<file path="config.mk">
export PLATFORM = sky130hd
export DESIGN_NAME = connect4_turn_controller
export DESIGN_NICKNAME = d
export VERILOG_FILES = /design/src/rtl/connect4_pkg.sv /design/src/rtl/button_press_pulse.sv /design/src/rtl/connect4_turn_controller.sv
export SDC_FILE = /design/constraint.sdc
export NUM_CORES = 1
export LEC_CHECK = 0
export BUFFER_PORTS_ARGS = -buffer_cell sky130_fd_sc_hd__buf_2
export CORE_MARGIN = 10
export CORE_UTILIZATION = 64
export CTS_BUF_LIST = sky130_fd_sc_hd__clkbuf_2
export DETAILED_ROUTE_END_ITERATION = 8
export MAX_ROUTING_LAYER = met4
export PLACE_DENSITY_LB_ADDON = 0.2
export SYNTH_ARGS = -nofsm -noshare
export SYNTH_HDL_FRONTEND = slang
export SYNTH_SLANG_ARGS = --single-unit
export TNS_END_PERCENT = 5
</file>
<file path="constraint.sdc">
create_clock -name i_clk -period 4.8 [get_ports i_clk]
set_input_delay 0.96 -clock i_clk [delete_from_list [all_inputs] [get_ports i_clk]]
set_output_delay 0.96 -clock i_clk [all_outputs]
set_load 0.01 [all_outputs]
</file>
<file path="src/rtl/connect4_pkg.sv">
// connect4_pkg
// Shared definitions for the Connect4 turn controller: the turn FSM state
// encoding, the board's placement result codes and the default board width.
// No ports; imported by the controller top.
package connect4_pkg;

  // Turn sequencing states
  typedef enum logic [1:0] {
    SELECT = 2'd0,
    REQ    = 2'd1,
    WAIT   = 2'd2,
    OVER   = 2'd3
  } state_t;

  // Placement result codes returned by the board alongside result_valid
  localparam logic [1:0] RES_PLACED   = 2'b00;
  localparam logic [1:0] RES_WIN      = 2'b01;
  localparam logic [1:0] RES_DRAW     = 2'b10;
  localparam logic [1:0] RES_COL_FULL = 2'b11;

  // Standard Connect4 board width
  localparam int NUM_COLS_DEFAULT = 7;

endpackage

</file>
<file path="src/rtl/button_press_pulse.sv">
// button_press_pulse
// Qualifies one raw active-low push button (already synchronised to i_clk).
// A counter runs while the button is low and clears the first cycle it reads
// high. A one-cycle pulse fires on the cycle the count reaches
// DEBOUNCE_CYCLES; with REPEAT_EN set, further pulses follow every
// REPEAT_CYCLES while the button stays held.
//
// Ports:
//   i_clk    system clock
//   i_reset  synchronous active-high reset, clears the counters
//   i_btn_n  raw button, active-low
//   o_pulse  one-cycle press (and auto-repeat) pulse
module button_press_pulse #(
  parameter int DEBOUNCE_CYCLES = 1_000_000,
  parameter int REPEAT_CYCLES   = 25_000_000,
  parameter bit REPEAT_EN       = 1'b1
) (
  input  logic i_clk,
  input  logic i_reset,
  input  logic i_btn_n,
  output logic o_pulse
);

  localparam int CW = $clog2(DEBOUNCE_CYCLES + 1);
  localparam int RW = $clog2(REPEAT_CYCLES + 1);

  logic [CW-1:0] r_count;
  logic [RW-1:0] r_rep;
  logic          w_low;
  logic          w_held;
  logic          w_first;
  logic          w_repeat;

  // The pulse is decoded from the count that is about to be reached, so it
  // appears in the same cycle as the DEBOUNCE_CYCLES-th low sample.
  assign w_low    = ~i_btn_n;
  assign w_held   = (r_count == CW'(DEBOUNCE_CYCLES));
  assign w_first  = w_low && (r_count == CW'(DEBOUNCE_CYCLES - 1));
  assign w_repeat = REPEAT_EN && w_low && w_held &&
                    (r_rep == RW'(REPEAT_CYCLES - 1));
  assign o_pulse  = w_first || w_repeat;

  // Debounce count saturates once the press is accepted; the repeat counter
  // then takes over and wraps at each auto-repeat pulse.
  always_ff @(posedge i_clk) begin
    if (i_reset || !w_low) begin
      r_count <= '0;
      r_rep   <= '0;
    end else if (!w_held) begin
      r_count <= r_count + CW'(1);
      r_rep   <= '0;
    end else if (w_repeat) begin
      r_rep <= '0;
    end else begin
      r_rep <= r_rep + RW'(1);
    end
  end

endmodule

</file>
<file path="src/rtl/connect4_turn_controller.sv">
// connect4_turn_controller
// Sequences a two-player Connect4 game from three raw push buttons: moves a
// column cursor, issues drop requests to the board over valid/ready, consumes
// the board's placement result, then alternates players or ends the game.
//
// Ports:
//   i_clk, i_reset                          clock, synchronous active-high reset
//   i_btn_left_n/right_n/drop_n             raw active-low buttons
//   o_cursor_col, o_cur_player              selected column, player to move
//   o_drop_valid, o_drop_col, o_drop_player drop request to the board
//   i_drop_ready                            board accepts the request
//   i_result_valid, i_result_code           placement result strobe
//   o_game_over, o_winner, o_draw           end-of-game status
//   o_new_game                              one-cycle board clear pulse
module connect4_turn_controller #(
  parameter int DEBOUNCE_CYCLES = 1_000_000,
  parameter int REPEAT_CYCLES   = 25_000_000,
  parameter int NUM_COLS        = connect4_pkg::NUM_COLS_DEFAULT
) (
  input  logic       i_clk,
  input  logic       i_reset,
  input  logic       i_btn_left_n,
  input  logic       i_btn_right_n,
  input  logic       i_btn_drop_n,
  output logic [2:0] o_cursor_col,
  output logic       o_cur_player,
  output logic       o_drop_valid,
  output logic [2:0] o_drop_col,
  output logic       o_drop_player,
  input  logic       i_drop_ready,
  input  logic       i_result_valid,
  input  logic [1:0] i_result_code,
  output logic       o_game_over,
  output logic       o_winner,
  output logic       o_draw,
  output logic       o_new_game
);

  import connect4_pkg::*;

  localparam logic [2:0] COL_CENTER = 3'(NUM_COLS / 2);
  localparam logic [2:0] COL_MAX    = 3'(NUM_COLS - 1);

  logic       w_left;
  logic       w_right;
  logic       w_drop;

  state_t     r_state;
  logic [2:0] r_cursor_col;
  logic       r_cur_player;
  logic       r_drop_valid;
  logic [2:0] r_drop_col;
  logic       r_drop_player;
  logic       r_game_over;
  logic       r_winner;
  logic       r_draw;
  logic       r_new_game;

  button_press_pulse #(
    .DEBOUNCE_CYCLES(DEBOUNCE_CYCLES),
    .REPEAT_CYCLES  (REPEAT_CYCLES),
    .REPEAT_EN      (1'b1)
  ) u_left (
    .i_clk  (i_clk),
    .i_reset(i_reset),
    .i_btn_n(i_btn_left_n),
    .o_pulse(w_left)
  );

  button_press_pulse #(
    .DEBOUNCE_CYCLES(DEBOUNCE_CYCLES),
    .REPEAT_CYCLES  (REPEAT_CYCLES),
    .REPEAT_EN      (1'b1)
  ) u_right (
    .i_clk  (i_clk),
    .i_reset(i_reset),
    .i_btn_n(i_btn_right_n),
    .o_pulse(w_right)
  );

  // Drop never auto-repeats: one request per physical press.
  button_press_pulse #(
    .DEBOUNCE_CYCLES(DEBOUNCE_CYCLES),
    .REPEAT_CYCLES  (REPEAT_CYCLES),
    .REPEAT_EN      (1'b0)
  ) u_drop (
    .i_clk  (i_clk),
    .i_reset(i_reset),
    .i_btn_n(i_btn_drop_n),
    .o_pulse(w_drop)
  );

  // Turn FSM with all outputs held in registers. Button pulses only act in
  // SELECT (and drop in OVER); anything arriving while a request or result is
  // outstanding is simply dropped. A drop coinciding with a move latches the
  // pre-move column because the move branch is skipped.
  always_ff @(posedge i_clk) begin
    if (i_reset) begin
      r_state       <= SELECT;
      r_cursor_col  <= COL_CENTER;
      r_cur_player  <= 1'b0;
      r_drop_valid  <= 1'b0;
      r_drop_col    <= 3'd0;
      r_drop_player <= 1'b0;
      r_game_over   <= 1'b0;
      r_winner      <= 1'b0;
      r_draw        <= 1'b0;
      r_new_game    <= 1'b0;
    end else begin
      r_new_game <= 1'b0;
      case (r_state)
        SELECT: begin
          if (w_drop) begin
            r_drop_valid  <= 1'b1;
            r_drop_col    <= r_cursor_col;
            r_drop_player <= r_cur_player;
            r_state       <= REQ;
          end else if (w_left && !w_right && (r_cursor_col != 3'd0)) begin
            r_cursor_col <= r_cursor_col - 3'd1;
          end else if (w_right && !w_left && (r_cursor_col != COL_MAX)) begin
            r_cursor_col <= r_cursor_col + 3'd1;
          end
        end
        REQ: begin
          if (i_drop_ready) begin
            r_drop_valid <= 1'b0;
            r_state      <= WAIT;
          end
        end
        WAIT: begin
          if (i_result_valid) begin
            case (i_result_code)
              RES_PLACED: begin
                r_cur_player <= ~r_cur_player;
                r_cursor_col <= COL_CENTER;
                r_state      <= SELECT;
              end
              RES_WIN: begin
                r_game_over <= 1'b1;
                r_winner    <= r_drop_player;
                r_state     <= OVER;
              end
              RES_DRAW: begin
                r_game_over <= 1'b1;
                r_draw      <= 1'b1;
                r_state     <= OVER;
              end
              RES_COL_FULL: begin
                r_state <= SELECT;
              end
            endcase
          end
        end
        OVER: begin
          if (w_drop) begin
            r_game_over  <= 1'b0;
            r_winner     <= 1'b0;
            r_draw       <= 1'b0;
            r_new_game   <= 1'b1;
            r_cur_player <= 1'b0;
            r_cursor_col <= COL_CENTER;
            r_state      <= SELECT;
          end
        end
        default: r_state <= SELECT;
      endcase
    end
  end

  assign o_cursor_col  = r_cursor_col;
  assign o_cur_player  = r_cur_player;
  assign o_drop_valid  = r_drop_valid;
  assign o_drop_col    = r_drop_col;
  assign o_drop_player = r_drop_player;
  assign o_game_over   = r_game_over;
  assign o_winner      = r_winner;
  assign o_draw        = r_draw;
  assign o_new_game    = r_new_game;

endmodule

</file>
# == After elaboration in Yosys (flattened, before gate mapping) ==
# Cells that the tools add are included.
# op_classes
addsub,7
reduce_logical,37
muxes,30
n_eq_ne,25
n_bitwise,7
# op_table
cell,n
$eq 20x20->1 const B,6
$add 20x1->20 const B,3
$add 25x1->25 const B,2
$eq 25x25->1 const B,2
$reduce_and 4->1,5
$mux 3,6
$ne 2x2->1 const B,7
$mux 1,12
$logic_and 1x1->1,11
$pmux 1 s2,5
$pmux 3 s3,1
$eq 2x2->1 const B,4
$mux 2,4
$pmux 2 s4,1
$not 1->1,7
$ne 3x3->1 const B,2
$reduce_and 6->1,1
$reduce_bool 3->1,2
$reduce_or 2->1,3
$reduce_or 3->1,2
$logic_or 1x1->1,5
$eq 2x1->1 const B,2
$logic_not 2->1,2
$ne 2x1->1 const B,2
other kinds (7),9
# word_totals
ff_bits,125
in_bits,9

# == Longest topological paths before layout ==
# logic_depth
ltp_word,11
mapped_depth,11
ltp_nobuf,11

# == Cells and area by module ==
# A second synthesis with hierarchy kept.
# hier_totals
hier_cells,718
hier_area_um2,6228.5
# modules_own_cells
mod,area_each_um2,cells_per_inst,n_inst
button_press_pulse at u_left ...,2185.8,253,2
button_press_pulse at u_drop,994.7,116,1
connect4_turn_controller,862.1,96,1

# == Least setup slack after synthesis ==
# Ideal clock, no wire load.
# synth_path
path_kind,reg-to-reg
from,register u_left.r_count[8]
to,"register r_cursor_col[2], in the netlist o_cursor_col[2]"
path_stages_with_launch,11
setup_ns,0.121
arrival_ns,3.495
slack_ns,1.185
cell_sequence,dfxtp_1 or4b_1 or4_4 or4b_4 a221oi_4 mux2_2 ha_1 or3_1 mux2i_1 a2111oi_0 mux2_2
# synth_via
elab_chain_cells,9
# synth_lines
element,line_no,rtl
start: declaration,button_press_pulse.sv:27,logic [CW-1:0] r_count;
start signal: assignment,button_press_pulse.sv:50,r_count <= r_count + CW'(1);
$eq 20x20->1,button_press_pulse.sv:37,assign w_held = (r_count == CW'(DEBOUNCE_CYCLES));
$logic_and 1x1->1 (2 in a row),button_press_pulse.sv:39,assign w_repeat = REPEAT_EN && w_low && w_held &&
$logic_or 1x1->1 *,button_press_pulse.sv:41,assign o_pulse = w_first || w_repeat;
$logic_not 1->1 or $logic_and 1x1->1 (tied branches),"connect4_turn_controller.sv:120, connect4_turn_controller.sv:118",
"$logic_and 1x1->1, on equally long branches","connect4_turn_controller.sv:120, connect4_turn_controller.sv:118",
$logic_and 1x1->1 or $mux 3 (tied branches),"connect4_turn_controller.sv:120, connect4_turn_controller.sv:118",
$ne 3x3->1 (no line) or $mux 3 (tied branches),--,
$reduce_and 6->1 (no line) or $pmux 3 s3 (tied branches),--,
end signal: assignment,connect4_turn_controller.sv:119,r_cursor_col <= r_cursor_col - 3'd1;
end signal: assignment,connect4_turn_controller.sv:121,r_cursor_col <= r_cursor_col + 3'd1;
end: declaration,connect4_turn_controller.sv:49,logic [2:0] r_cursor_col;
# Mark *: on every way between the ends. The rest lies on a longest branch, timed or not. The select of a mux whose other input is x is not followed.
# A chain may end at the register's enable or synchronous reset.

# == Final worst setup path ==
# layout_path
from,register u_left.r_count[9]
to,"register r_cursor_col[2], in the netlist o_cursor_col[2]"
# The elaborated chain is that of the path after synthesis.

==> results.toml <==
[status]
status = "complete, no violations"

[global_route]
grt_max_degree = 26
grt_usage_pct = 18.4
grt_first_pass_wirelength_um = 19800
grt.overflow.total = 0
antenna_found_initial = 0
grt_pass1_vias = 4429

[timing]
finalCritPeriodShare_pct = 81.3
tightestPinTransition_ns = 1.19
setup_tns_ns = 0
fin_skew_ns = 0.0383
slew_headroom_pct = 19.6
rsz0062_at_grt = "false"
setup_violations = 0
finalMaxSlewViolations = 0
hold_viol = 0
fin_crit_ns = 3.90
clock.fmax_ghz = 0.256
holdWs_ns = 0.482

[logic_synthesis]
yosysMostFrequentCell = "nor2_1"
syn-cell-area_sq_um = 5750
synth.area.top_cells = "dfxtp_1 44%, xor2_1 9.1%, nor2_1 8.7%"
ys_ff_latch = 125
yosysUniqueCellTypes = 46
synth_edf_count = 0
ys_warn_count = 0
synth_top_area_cell = "dfxtp_1"
synth_flop_cell = "dfxtp_1"
async_flop_share_pct = 0
synth.top_cell.area_share_pct = 43.5
netlist_top_cells_count = "134 x nor2_1, 125 x dfxtp_1, 60 x xor2_1"
synth-seq-area-share_pct = 43.5
syn_nets = 693
syn_inst = 672
synth.avg_cell_area_sq_um = 8.56

[drt]
drt_wl_total_um = 11200
drtIter0Drc = 245
route.detailed.drc = 0
dr.pass1.iters = 8
num_vias = 4614
postRouteAntennaNets = 0
post_drt_wl_per_cell_um = 13.8
via_per_inst = 5.65

[finish]
fin_util_pct = 70.7
area_growth_pct = 7.16
diodes = 0
fin_nets = 717
drive_above_1_share_pct = 9.45
nFillCells = 716

[power]
leakagePower_nw = 2.10
ir_drop_uv = 206
powerDensity_nw_per_um2 = 279

[clock_tree]
numCtsBuffers = 17
insertion_delay_ns = 0.68
clock-sinks = 125
htree_levels = 4
hold_buffers = 0
cts_root_buf = "clkbuf_2"
tritoncts = "done"
path_clk_slew_ns = 0.19
cts.path.max_buffers = 2
post_cts_resized = 0
cts_post_setup_buffers_inserted = 0

[setup_path]
crit_required_ns = 5.42
path_class = "reg2reg"
start_kind = "flop"
r2r_cells = 10
cp_max_fo = 5
cp.arrival_ns = 4.52
crit_path_end_kind = "flop"

[worst_hold_path]
hold_path_depth = 1
hold_path_class = "reg2reg"

[run]
max-cap-violations = 0

[floorplanning]
fp.dieW_um = 115
start_util_pct = 65.9
ios = 22
rows = 34
dieArea_sq_um = 13200
die_h_um = 115
coreArea_sq_um = 8720

[place]
gp_congestion = 0.832
io_buffers = 21
dpl.hpwl_um = 7990
stage by stage:
stage	instances	power (mW)	setup slack [ns]	area (sq um)
6_report	817	1.72	0.899	6160
5_1_grt	817	1.79	0.736	6160
4_1_cts	817	1.73	0.868	6160
3_5_place_dp	785	1.10	0.909	5930
3_3_place_gp	785	1.10	1.11	5930
2_1_floorplan	672	1.09	1.18	5750
critical path: stages (launching register included):
cell and delay (ns):
dfxtp_1 0.44, or4b_1 0.44, or4_4 0.56, or4b_4 0.58
a221oi_4 0.30, mux2_2 0.39, ha_1 0.22, a21oi_1 0.17
nor2_1 0.05, a2111oi_0 0.48, mux2_2 0.24
area by class of cell:
| cell class | count | area [sq um] | share of cell area (%) |
|---|---|---|---|
| clock inverters | 15 | 146 | 2.38 |
| multi-input cells | 515 | 3130 | 50.8 |
| inverters | 16 | 60.1 | 0.975 |
| well taps | 108 | 135 | 2.19 |
| repair buffers | 21 | 105 | 1.71 |
| flip-flops and latches | 125 | 2500 | 40.6 |
| clock buffers | 17 | 85.1 | 1.38 |
path summary, 6_finish.rpt:
kind	from	end	slack [ns]
worst max-delay path	u_left.r_count[9]	o_cursor_col[2]	0.90
worst max register to register	u_left.r_count[9]	o_cursor_col[2]	0.90
worst min register to register	u_left.r_rep[0]	u_left.r_rep[0]	0.48
worst min-delay path	u_left.r_rep[0]	u_left.r_rep[0]	0.48
power breakdown:
group	switching [mW]	internal, mW
Sequential	0.00344	1.04
Clock	0.405	0.235
Combinational	0.0234	0.0124
placed cells by master (no fill, tap or decap), types with 10 or more instances in the layout:
master | Yosys | routed
buf_2 | 0 | 21
ha_1 | 12 | 12
nand3_1 | 41 | 41
nor3_1 | 10 | 10
or3_1 | 11 | 11
o21ai_0 | 16 | 16
nor2_1 | 134 | 134
xor2_1 | 60 | 60
clkbuf_2 | 0 | 17
xnor2_1 | 31 | 31
and3_1 | 22 | 22
a21oi_1 | 24 | 24
inv_1 | 16 | 16
nand2_1 | 52 | 52
nand4_1 | 18 | 18
dfxtp_1 | 125 | 125
flip-flops by register name, indices dropped and copies added (netlist names):
| name | count |
|---|---|
| o_drop_player | 1 |
| o_cursor_col | 3 |
| o_drop_col | 3 |
| u_left.r_count | 20 |
| o_new_game | 1 |
| r_state | 2 |
| u_drop.r_count | 20 |
| o_winner | 1 |
| u_right.r_count | 20 |
| u_right.r_rep | 25 |
| o_draw | 1 |
| o_drop_valid | 1 |
| o_game_over | 1 |
| o_cur_player | 1 |
| u_left.r_rep | 25 |
kinds of logic after synthesis:
family	synth area share, %
buffers and inverters	2.09
AO/OA/AOI/OAI	5.57
adder cells (fa/ha/maj)	2.61
XOR/XNOR	13.9
multiplexers	1.65
AND/OR/NAND/NOR	30.7
flip-flops	43.5
per-layer routing:
| metal | part of all wire [%] | global-route usage (%) |
|---|---|---|
| met2 | 46 | 28.2 |
| met4 | 1.2 | 6.77 |
| met5 | 0 | - |
| met1 | 48 | 23.1 |
| met3 | 4.7 | 4.58 |
No activity file was read; power rests on OpenSTA's default activity.
